`src/rtl/serial_frame_rx_ctrl_if.sv`:
```
// Consumer-side data handshake for serial_frame_rx_ctrl.
//   data  : captured frame word (source -> sink)
//   valid : data valid, held until accepted (source -> sink)
//   ready : sink accepts data (sink -> source)
// Modports: master = frame controller (source), slave = consumer (sink).
interface serial_frame_rx_ctrl_if #(
  parameter int WIDTH = 8
) ();
  logic [WIDTH-1:0] data;
  logic             valid;
  logic             ready;

  modport master (output data, output valid, input ready);
  modport slave  (input data, input valid, output ready);
endinterface

```
`src/rtl/serial_frame_rx_ctrl.sv`:
```
// Frame-level sequencer for a serial-to-parallel deserializer.
// Accepts a frame request, latches the frame size, clears the deserializer,
// enables shifting until it reports complete, then hands the parallel word
// to the consumer over a valid/ready handshake.
//
// Ports:
//   clk, rst            single clock (posedge), synchronous active-high reset
//   i_start             request one frame (level, sampled in IDLE/HOLD)
//   i_abort             cancel current frame, return to IDLE
//   i_frame_size        bits per frame, latched on an accepted start
//   o_stp_reset         sync clear to deserializer and its bit counter
//   o_stp_enable        shift enable to deserializer
//   o_stp_frame_size    latched frame size for the deserializer
//   i_stp_complete      deserializer complete flag
//   i_stp_parallel      deserializer parallel word
//   m_data              consumer handshake (data/valid out, ready in)
//   o_busy              high in every state except IDLE
//   o_frame_count       delivered frames, wraps to 0
//   o_error             one-cycle pulse on SHIFT timeout
//
// Optional feature macro: FRAME_TIMEOUT_EN
//   defined   : SHIFT is bounded to TIMEOUT cycles, then ERR pulses o_error
//   undefined : no timeout counter, SHIFT waits indefinitely, o_error = 0
module serial_frame_rx_ctrl #(
  parameter int WIDTH   = 8,
  parameter int CNT_W   = 16,
  parameter int TIMEOUT = 255
) (
  input  logic                   clk,
  input  logic                   rst,
  input  logic                   i_start,
  input  logic                   i_abort,
  input  logic [WIDTH-1:0]       i_frame_size,
  output logic                   o_stp_reset,
  output logic                   o_stp_enable,
  output logic [WIDTH-1:0]       o_stp_frame_size,
  input  logic                   i_stp_complete,
  input  logic [WIDTH-1:0]       i_stp_parallel,
  serial_frame_rx_ctrl_if.master m_data,
  output logic                   o_busy,
  output logic [CNT_W-1:0]       o_frame_count,
  output logic                   o_error
);

  typedef enum logic [2:0] {
    ST_IDLE,
    ST_CLEAR,
    ST_SHIFT,
    ST_HOLD,
    ST_ERR
  } state_t;

  if (TIMEOUT < 1) begin : g_timeout_chk
    $error("serial_frame_rx_ctrl: TIMEOUT must be at least 1");
  end

  state_t           r_state;
  state_t           w_next;
  logic             r_first;
  logic             r_stp_reset;
  logic             r_stp_enable;
  logic [WIDTH-1:0] r_size;
  logic [WIDTH-1:0] r_data;
  logic             r_valid;
  logic             r_busy;
  logic [CNT_W-1:0] r_count;

  logic             w_latch;
  logic             w_count_inc;
  logic             w_abort;
  logic             w_timeout;
  logic             w_start_ok;

  logic             w_stp_reset_nxt;
  logic             w_stp_enable_nxt;
  logic [WIDTH-1:0] w_size_nxt;
  logic [WIDTH-1:0] w_data_nxt;
  logic             w_valid_nxt;
  logic             w_busy_nxt;
  logic [CNT_W-1:0] w_count_nxt;

`ifdef FRAME_TIMEOUT_EN
  localparam int TO_W = $clog2(TIMEOUT + 1);

  logic [TO_W-1:0] r_to_cnt;
  logic            r_error;

  // Cycle count within SHIFT; zero in the first SHIFT cycle.
  always_ff @(posedge clk) begin
    if (rst || (r_state != ST_SHIFT)) begin
      r_to_cnt <= '0;
    end else begin
      r_to_cnt <= r_to_cnt + TO_W'(1);
    end
  end

  assign w_timeout = (r_to_cnt == TO_W'(TIMEOUT - 1));

  always_ff @(posedge clk) begin
    if (rst) begin
      r_error <= 1'b0;
    end else begin
      r_error <= (w_next == ST_ERR);
    end
  end

  assign o_error = r_error;
`else
  assign w_timeout = 1'b0;
  assign o_error   = 1'b0;
`endif

  assign w_start_ok = i_start && (i_frame_size != '0);

  // State and registered outputs
  always_ff @(posedge clk) begin
    if (rst) begin
      r_state      <= ST_IDLE;
      r_first      <= 1'b0;
      r_stp_reset  <= 1'b1;
      r_stp_enable <= 1'b0;
      r_size       <= '0;
      r_data       <= '0;
      r_valid      <= 1'b0;
      r_busy       <= 1'b0;
      r_count      <= '0;
    end else begin
      r_state      <= w_next;
      // Marks the first SHIFT cycle, where a stale complete flag is ignored.
      r_first      <= (r_state != ST_SHIFT);
      r_stp_reset  <= w_stp_reset_nxt;
      r_stp_enable <= w_stp_enable_nxt;
      r_size       <= w_size_nxt;
      r_data       <= w_data_nxt;
      r_valid      <= w_valid_nxt;
      r_busy       <= w_busy_nxt;
      r_count      <= w_count_nxt;
    end
  end

  // Next state
  always_comb begin
    w_next      = r_state;
    w_latch     = 1'b0;
    w_count_inc = 1'b0;
    w_abort     = 1'b0;
    unique case (r_state)
      ST_IDLE: begin
        if (w_start_ok) begin
          w_next  = ST_CLEAR;
          w_latch = 1'b1;
        end
      end
      ST_CLEAR: w_next = ST_SHIFT;
      ST_SHIFT: begin
        if (!r_first && i_stp_complete) begin
          w_next = ST_HOLD;
        end else if (w_timeout) begin
          w_next = ST_ERR;
        end
      end
      ST_HOLD: begin
        if (m_data.ready) begin
          w_count_inc = 1'b1;
          if (w_start_ok) begin
            w_next  = ST_CLEAR;
            w_latch = 1'b1;
          end else begin
            w_next = ST_IDLE;
          end
        end
      end
      ST_ERR:  w_next = ST_IDLE;
      default: w_next = ST_IDLE;
    endcase
    // Abort overrides every other decision outside IDLE.
    if ((r_state != ST_IDLE) && i_abort) begin
      w_next      = ST_IDLE;
      w_latch     = 1'b0;
      w_count_inc = 1'b0;
      w_abort     = 1'b1;
    end
  end

  // Outputs are a function of the upcoming state, registered above.
  always_comb begin
    w_stp_reset_nxt  = (w_next == ST_CLEAR) || (w_next == ST_ERR) || w_abort;
    w_stp_enable_nxt = (w_next == ST_SHIFT);
    w_valid_nxt      = (w_next == ST_HOLD);
    w_busy_nxt       = (w_next != ST_IDLE);
    w_size_nxt       = w_latch ? i_frame_size : r_size;
    w_data_nxt       = ((r_state == ST_SHIFT) && (w_next == ST_HOLD)) ? i_stp_parallel : r_data;
    w_count_nxt      = w_count_inc ? (r_count + CNT_W'(1)) : r_count;
  end

  assign o_stp_reset      = r_stp_reset;
  assign o_stp_enable     = r_stp_enable;
  assign o_stp_frame_size = r_size;
  assign m_data.data      = r_data;
  assign m_data.valid     = r_valid;
  assign o_busy           = r_busy;
  assign o_frame_count    = r_count;

endmodule

```
`src/flat_wrapper.sv`:
```
// flat-port wrapper written by rule: the top's interface ports become plain ports
module serial_frame_rx_ctrl_flat 
#(
  parameter int WIDTH   = 8,
  parameter int CNT_W   = 16,
  parameter int TIMEOUT = 255
)
  (clk, rst, i_start, i_abort, i_frame_size, o_stp_reset, o_stp_enable, o_stp_frame_size, i_stp_complete, i_stp_parallel, o_busy, o_frame_count, o_error, m_data_data, m_data_valid, m_data_ready);
  serial_frame_rx_ctrl_if #(.WIDTH(WIDTH)) m_data_i ();
  input  logic clk;
  input  logic rst;
  input  logic i_start;
  input  logic i_abort;
  input  logic [WIDTH-1:0] i_frame_size;
  output logic o_stp_reset;
  output logic o_stp_enable;
  output logic [WIDTH-1:0] o_stp_frame_size;
  input  logic i_stp_complete;
  input  logic [WIDTH-1:0] i_stp_parallel;
  output logic o_busy;
  output logic [CNT_W-1:0] o_frame_count;
  output logic o_error;
  output wire logic [$bits(m_data_i.data)-1:0] m_data_data;
  output wire logic [$bits(m_data_i.valid)-1:0] m_data_valid;
  input wire logic [$bits(m_data_i.ready)-1:0] m_data_ready;
  assign m_data_data = m_data_i.data;
  assign m_data_valid = m_data_i.valid;
  assign m_data_i.ready = m_data_ready;
  serial_frame_rx_ctrl #(.WIDTH(WIDTH), .CNT_W(CNT_W), .TIMEOUT(TIMEOUT)) u_core (.clk(clk), .rst(rst), .i_start(i_start), .i_abort(i_abort), .i_frame_size(i_frame_size), .o_stp_reset(o_stp_reset), .o_stp_enable(o_stp_enable), .o_stp_frame_size(o_stp_frame_size), .i_stp_complete(i_stp_complete), .i_stp_parallel(i_stp_parallel), .m_data(m_data_i), .o_busy(o_busy), .o_frame_count(o_frame_count), .o_error(o_error));
endmodule
```
`config.mk`:
```
export PLATFORM = sky130hd
export DESIGN_NAME = serial_frame_rx_ctrl_flat
export DESIGN_NICKNAME = d
export VERILOG_FILES = /design/src/rtl/serial_frame_rx_ctrl_if.sv /design/src/rtl/serial_frame_rx_ctrl.sv /design/src/flat_wrapper.sv
export SDC_FILE = /design/constraint.sdc
export NUM_CORES = 1
export LEC_CHECK = 0
export CAP_MARGIN = 10
export CORE_UTILIZATION = 44
export CTS_CLUSTER_SIZE = 14
export DETAILED_ROUTE_END_ITERATION = 8
export GPL_ROUTABILITY_DRIVEN = 1
export GPL_TIMING_DRIVEN = 0
export PLACE_DENSITY = 0.78
export SLEW_MARGIN = 20
export SYNTH_ARGS = -nofsm -noshare
export SYNTH_HDL_FRONTEND = slang
export SYNTH_SLANG_ARGS = --single-unit
export TNS_END_PERCENT = 20
```
`constraint.sdc`:
```
create_clock -name clk -period 2.4 [get_ports clk]
set_input_delay 0.48 -clock clk [delete_from_list [all_inputs] [get_ports clk]]
set_output_delay 0.48 -clock clk [all_outputs]
set_load 0.01 [all_outputs]
```
==> results.json, run 1 <==
{
  "routedWlPerCell_um": 11.28,
  "stdcell_area_um2": 2389,
  "antenna_found_initial": 0,
  "fin_skew_ns": 0.003986,
  "num_antenna_cells": 0,
  "nets": 265,
  "cts_buffers": 5,
  "holdPathEnd": "u_core.o_stp_frame_size[3]",
  "p_clk_share_pct": 33.7,
  "rsz0062_at_grt": "false",
  "vias": 1453,
  "dp_hpwl_um": 2450,
  "hp-start": "u_core.o_stp_frame_size[3]",
  "num_rows": 22,
  "insertion_delay_ns": 0.29,
  "final_cell_mix": "clkdlybuf4s50_1 (57), dfxtp_1 (40), nor2_1 (32)",
  "syn_avg_cell_area_um2": 9.472,
  "cts_tree": "built",
  "switchingPower_uw": 259.9,
  "p_int_uw": 941.1,
  "pwr-share-seq_pct": 56.7,
  "post-cts-setup-buffers": 0,
  "final_common_cell": "clkdlybuf4s50_1",
  "hold_depth": 2,
  "tightestPinTransition_ns": 0.6766,
  "ant_nets": 0,
  "crit_fanout": 10,
  "grt_pass1_vias": 1259,
  "die-area_um2": 4062,
  "gp_congestion": 0.7552,
  "area_growth_pct": 42.46,
  "critPathLaunchType": "primary input",
  "dr.pass1.iters": 6,
  "power_density_nw_per_um2": 502.8,
  "r2r_end": "u_core.o_frame_count[15]",
  "synthDistinctLibCells": 40,
  "wirelength_um": 3270,
  "postCtsResizedCells": 0,
  "clock-root-buffer": "clkbuf_8",
  "r2r_start": "u_core.r_state[0]",
  "cts_buffer_depth": 2,
  "cp_data_required_time_ns": 2.58,
  "synth_warnings": 0,
  "setup_viol": 0,
  "die_h_um": 63.73,
  "status": "completed",
  "ys_ff_latch": 40,
  "grtUsageTotal_pct": 17.17,
  "critPathArrivalTime_ns": 2.37,
  "drcViolationCount": 0,
  "drv_cap": 0,
  "n_fill_cell": 340,
  "ys_seq_area_share_pct": 47.76,
  "slew_violations": 0,
  "fmax_ghz": 0.4557,
  "swShare_pct": 21.64,
  "critical_path_class": "primary input to flop",
  "drive_above_1_share_pct": 7.025,
  "comb_power_share_pct": 9.7,
  "clkTransAtPathRegs_ns": 0.07,
  "cellLeakagePower_uw": 0.0009256,
  "min_path_type": "flop to flop",
  "peakVddDrop_v": 0.0004150,
  "ios": 59,
  "period_share_pct": 91.42,
  "ff2ff_path_depth": 6,
  "min_period_ns": 2.194,
  "htree_levels": 2,
  "netlist_instances": 177,
  "final.setup.tns_ns": 0,
  "fp.coreArea_um2": 3661,
  "grt_start_max_net_pins": 12,
  "initial_utilization_pct": 45.80,
  "slew_headroom_pct": 54.48,
  "hold_viol_final": 0,
  "r2r_slack_ns": 0.48,
  "grt_overflow": 0,
  "hold_buffers": 0,
  "drt-initial-drc-count": 47,
  "grt_pass1_wl_um": 5388,
  "post_dp_cell_area_um2": 2311,
  "crit_path_end_kind": "flop",
  "die_w_um": 63.73,
  "post_drt_via_cell_ratio": 5.010,
  "netlist_area_um2": 1677,
  "cts.sinks": 40,
  "numPortBuffers": 57
}
-- kinds of logic (layout without fill, tap and decap cells) --
kind of cell	count (synthesis)	in the layout	share of synthesized area, %
simple gates	75	75	23.88
flops	40	40	47.76
mux	20	20	12.16
compound gates	18	18	7.240
buf+inv	15	79	4.328
xor+xnor	7	7	3.657
fa+ha+maj	1	1	0.7461
other cells	1	2	0.2237
-- stage by stage --
stage          hold WS, ns  utilization [%]  total power (µW)  cells  setup slack, ns
3_5_place_dp        0.4840            63.12             812.4    283          -0.1371
5_1_grt             0.5302            65.24              1266    290          0.05407
3_3_place_gp        0.4734            63.12             810.5    283          -0.1171
2_1_floorplan       0.5148                -             746.6    178           0.5607
6_report            0.4981            65.24              1201    290           0.2058
4_1_cts             0.5042            65.24              1218    290           0.1628
-- worst max-delay path: stages --
cell and delay (ns):
clkdlybuf4s50_1 0.47, nand4b_1 0.22, buf_2 0.22, nor4_2 0.48, nand4_1 0.17, mux2_1 0.33
-- state kept, by name (all words and copies together) (netlist names) --
name,cells
u_core.m_data.data,8
u_core.r_first,1
u_core.r_state,3
u_core.o_frame_count,16
u_core.o_stp_frame_size,8
u_core.m_data.valid,1
u_core.o_stp_reset,1
u_core.o_stp_enable,1
u_core.o_busy,1
-- synth_stat cells --
cell       count  share of area [%]
and2_1         2               0.75
nand2b_1       4                1.5
inv_1          2               0.45
or2_2          1               0.37
nor2_1        32                7.2
a21oi_1        8                2.4
nand2_1        6                1.3
conb_1         1               0.22
inv_2          1               0.22
and3_1         1               0.37
o21ai_0        6                1.8
xor2_1         2                1.0
and4_1         1               0.52
a32oi_1        1               0.52
mux2_1         3                2.0
nor3b_1        2               0.90
o31ai_1        1               0.45
nor2b_1        3                1.1
or3_1          4                1.5
nand3_1        2               0.60
xnor2_1        5                2.6
nand4bb_1      1               0.67
a31o_2         1               0.52
clkbuf_1       6                1.3
and3b_1        1               0.52
nor3_1         2               0.60
nor4_2         1               0.75
nand4_1        4                1.5
nand4b_1       3                1.6
buf_2          4                1.2
or2_1          1               0.37
nor4_1         2               0.75
buf_6          1               0.67
mux2i_1       17                 10
or4b_1         1               0.60
a221oi_4       1                1.6
buf_4          1               0.45
ha_1           1               0.75
dfxtp_1       40                 48
or4_1          1               0.45
-- area by class of cell --
cell class	instances	area, µm²	area share [%]
Buffer	12	61.31	2.567
Clock buffer	6	72.57	3.038
Clock inverter	1	5.005	0.2095
Inverter	3	11.26	0.4715
Multi-Input combinational cell	123	807.0	33.79
Sequential cell	40	800.8	33.53
Tap cell	48	60.06	2.514
Timing Repair Buffer	57	570.5	23.89
-- metal layers --
layer	up-vias	track usage (%)	share of wire, %
li1	738	-	-
met1	658	20.65	47
met2	49	27.53	45
met3	8	5.357	6.3
met4	0	8.523	1.7
met5	-	0	0
-- worst max-delay path by stage --
stage | endpoint | cells after the start | from
after floorplan | u_core.o_frame_count[10] | 6 | u_core.o_frame_count[0]
after global placement | u_core.o_frame_count[15] | 6 | i_abort
after detailed placement | u_core.o_frame_count[15] | 6 | i_abort
after CTS | u_core.o_frame_count[15] | 6 | i_abort
after global routing | u_core.o_frame_count[15] | 6 | i_abort
final | u_core.o_frame_count[15] | 6 | i_abort
-- power groups by stage --
stage / clock network (µW) / logic [µW] / registers (µW)
floorplan: 0 / 46.7 / 700
global placement: 0 / 115 / 695
detailed placement: 0 / 117 / 696
CTS: 421 / 117 / 680
global route: 457 / 128 / 681
finish: 404 / 116 / 680
Power figures use the tool's default switching activity.
==> run 2: changes to the inputs <==
--- a/config.mk
+++ b/config.mk
@@ -12,6 +12,7 @@
 export GPL_ROUTABILITY_DRIVEN = 1
 export GPL_TIMING_DRIVEN = 0
 export PLACE_DENSITY = 0.78
+export SETUP_SLACK_MARGIN = 0.02
 export SLEW_MARGIN = 20
 export SYNTH_ARGS = -nofsm -noshare
 export SYNTH_HDL_FRONTEND = slang
==> results of run 2 <==
The final DEF is identical to that of run 1; final timing and power are the same.
==> run 3: changes to the inputs <==
--- a/config.mk
+++ b/config.mk
@@ -6,12 +6,12 @@
 export NUM_CORES = 1
 export LEC_CHECK = 0
 export CAP_MARGIN = 10
-export CORE_UTILIZATION = 44
+export CORE_UTILIZATION = 40
 export CTS_CLUSTER_SIZE = 14
 export DETAILED_ROUTE_END_ITERATION = 8
 export GPL_ROUTABILITY_DRIVEN = 1
 export GPL_TIMING_DRIVEN = 0
-export PLACE_DENSITY = 0.78
+export PLACE_DENSITY = 0.72
 export SETUP_SLACK_MARGIN = 0.02
 export SLEW_MARGIN = 20
 export SYNTH_ARGS = -nofsm -noshare
==> run 3 against run 2 <==
Clock skew increased by 0.0048 ns. First-iteration DRC count increased by 30%. Worst hold slack got worse by 0.0023 ns. Sequential share of layout area decreased by 0.16 points. Maximum frequency increased by 0.88%. Final area increased by 0.47%. Clock power increased by 3%. Via count decreased by 3.8%. Critical path type unchanged. Highest routed layer unchanged.
==> results.json, run 3 (synthesis results as in run 1) <==
{
  "r2r_slack_ns": 0.46,
  "num_rows": 23,
  "dp_hpwl_um": 2493,
  "fin_skew_ns": 0.008819,
  "slowest_delay_ns": 0.60,
  "routedWlPerCell_um": 11.53,
  "ios": 59,
  "insertion_delay_ns": 0.29,
  "antenna_found_initial": 0,
  "die-area_um2": 4454,
  "cts.sinks": 40,
  "slew_violations": 0,
  "min_period_ns": 2.175,
  "fmax_ghz": 0.4598,
  "crit_path_end_kind": "flop",
  "area_growth_pct": 43.13,
  "peakVddDrop_v": 0.0003017,
  "post_drt_via_cell_ratio": 4.788,
  "nets": 265,
  "setup_viol": 0,
  "grt_start_max_net_pins": 12,
  "drv_cap": 0,
  "num_antenna_cells": 0,
  "critical_path_class": "primary input to flop",
  "final_cell_mix": "clkdlybuf4s50_1 (57), dfxtp_1 (40), nor2_1 (32)",
  "drcViolationCount": 0,
  "n_fill_cell": 375,
  "slew_headroom_pct": 57.70,
  "hold_viol_final": 0,
  "cts_tree": "built",
  "largest_reg_flops": 16,
  "initial_utilization_pct": 41.91,
  "drt-initial-drc-count": 61,
  "worstPathCellList": "clkdlybuf4s50_1 -> nand4b_1 -> buf_2 -> a221oi_4 -> mux2i_1 -> nor2_1",
  "p_total_uw": 1211,
  "dr.pass1.iters": 4,
  "drive_above_1_share_pct": 7.025,
  "crit_slowest_cell": "a221oi_4",
  "tightestPinTransition_ns": 0.6287,
  "vias": 1398,
  "period_share_pct": 90.63,
  "post-cts-setup-buffers": 0,
  "clkTransAtPathRegs_ns": 0.07,
  "final_common_cell": "clkdlybuf4s50_1",
  "cts_buffer_depth": 2,
  "power_density_nw_per_um2": 504.6,
  "gp_congestion": 0.7340,
  "fp.coreArea_um2": 4000,
  "cellLeakagePower_uw": 0.0009425,
  "die_w_um": 66.74,
  "crit_fanout": 10,
  "grtUsageTotal_pct": 16.43,
  "cts_buffers": 5,
  "htree_levels": 2,
  "min_path_type": "flop to flop",
  "wirelength_um": 3366,
  "critPathLaunchType": "primary input",
  "clock-root-buffer": "clkbuf_8",
  "die_h_um": 66.74,
  "status": "completed",
  "rsz0062_at_grt": "false",
  "numPortBuffers": 57,
  "critPathArrivalTime_ns": 2.34,
  "cp_data_required_time_ns": 2.56,
  "ant_nets": 0,
  "grt_pass1_wl_um": 5395,
  "grt_overflow": 0,
  "hold_slack_ns": 0.4958,
  "grt_pass1_vias": 1208
}
==> run 3: cell counts in the layout (fill, tap and decap cells not counted) <==
Identical to the previous run, type by type.
==> run 3: power by group <==
group / total, µW / switching [µW] / internal, µW
combinational: 115 / 47.1 / 68.0
sequential: 680 / 4.68 / 676
clock: 416 / 218 / 198
==> run 3: path summary, 6_finish.rpt <==
check	startpoint	endpoint	depth (start not counted)
hold reg to reg	u_core.o_stp_frame_size[5]	u_core.o_stp_frame_size[5]	2
hold / removal	u_core.o_stp_frame_size[5]	u_core.o_stp_frame_size[5]	2
setup reg to reg	u_core.o_frame_count[0]	u_core.o_frame_count[12]	6
setup / recovery	i_abort	u_core.o_stp_frame_size[6]	6
==> run 3: area by class of cell <==
| cell class | instances | area (µm²) | area share (%) |
|---|---|---|---|
| Multi-Input combinational cell | 123 | 815.8 | 33.99 |
| Sequential cell | 40 | 800.8 | 33.37 |
| Timing Repair Buffer | 57 | 570.5 | 23.77 |
| Clock buffer | 6 | 72.57 | 3.024 |
| Tap cell | 50 | 62.56 | 2.607 |
| Buffer | 12 | 61.31 | 2.555 |
| Inverter | 3 | 11.26 | 0.4692 |
| Clock inverter | 1 | 5.005 | 0.2086 |
==> run 3: timing repair <==
| action | in CTS | in global routing |
|---|---|---|
| resized for setup | 0 | 1 |
| hold buffers | 0 | 0 |
| endpoints found under the setup margin | 0 | 3 |
==> run 3: critical path, delay by kind of cell <==
kind | cells | cell delay [ns]
buffers and inverters | 2 | 0.70
multiplexers | 1 | 0.25
AO/OA/AOI/OAI | 1 | 0.60
AND/OR/NAND/NOR | 2 | 0.29
==> run 3: through the flow <==
stage	std cells	setup slack (ns)	cell area, µm²	utilization (%)	TNS (ns)
floorplan	178	0.5607	1680	-	0
CTS	292	0.1262	2391	59.77	0
global placement	285	-0.1540	2313	57.84	-1.168
detailed placement	285	-0.1702	2313	57.84	-1.260
global route	292	0.08706	2400	59.99	0
finish	292	0.2249	2400	59.99	0
==> run 3: routing by layer <==
layer	track usage, %	part of all wire [%]	routed length (µm)	vias to the layer above
li1	-	-	-	732
met1	21.64	50	1697	617
met2	22.73	40	1357	42
met3	6.849	7.6	255	7
met4	7.979	1.6	55	0
met5	0	0	0	-
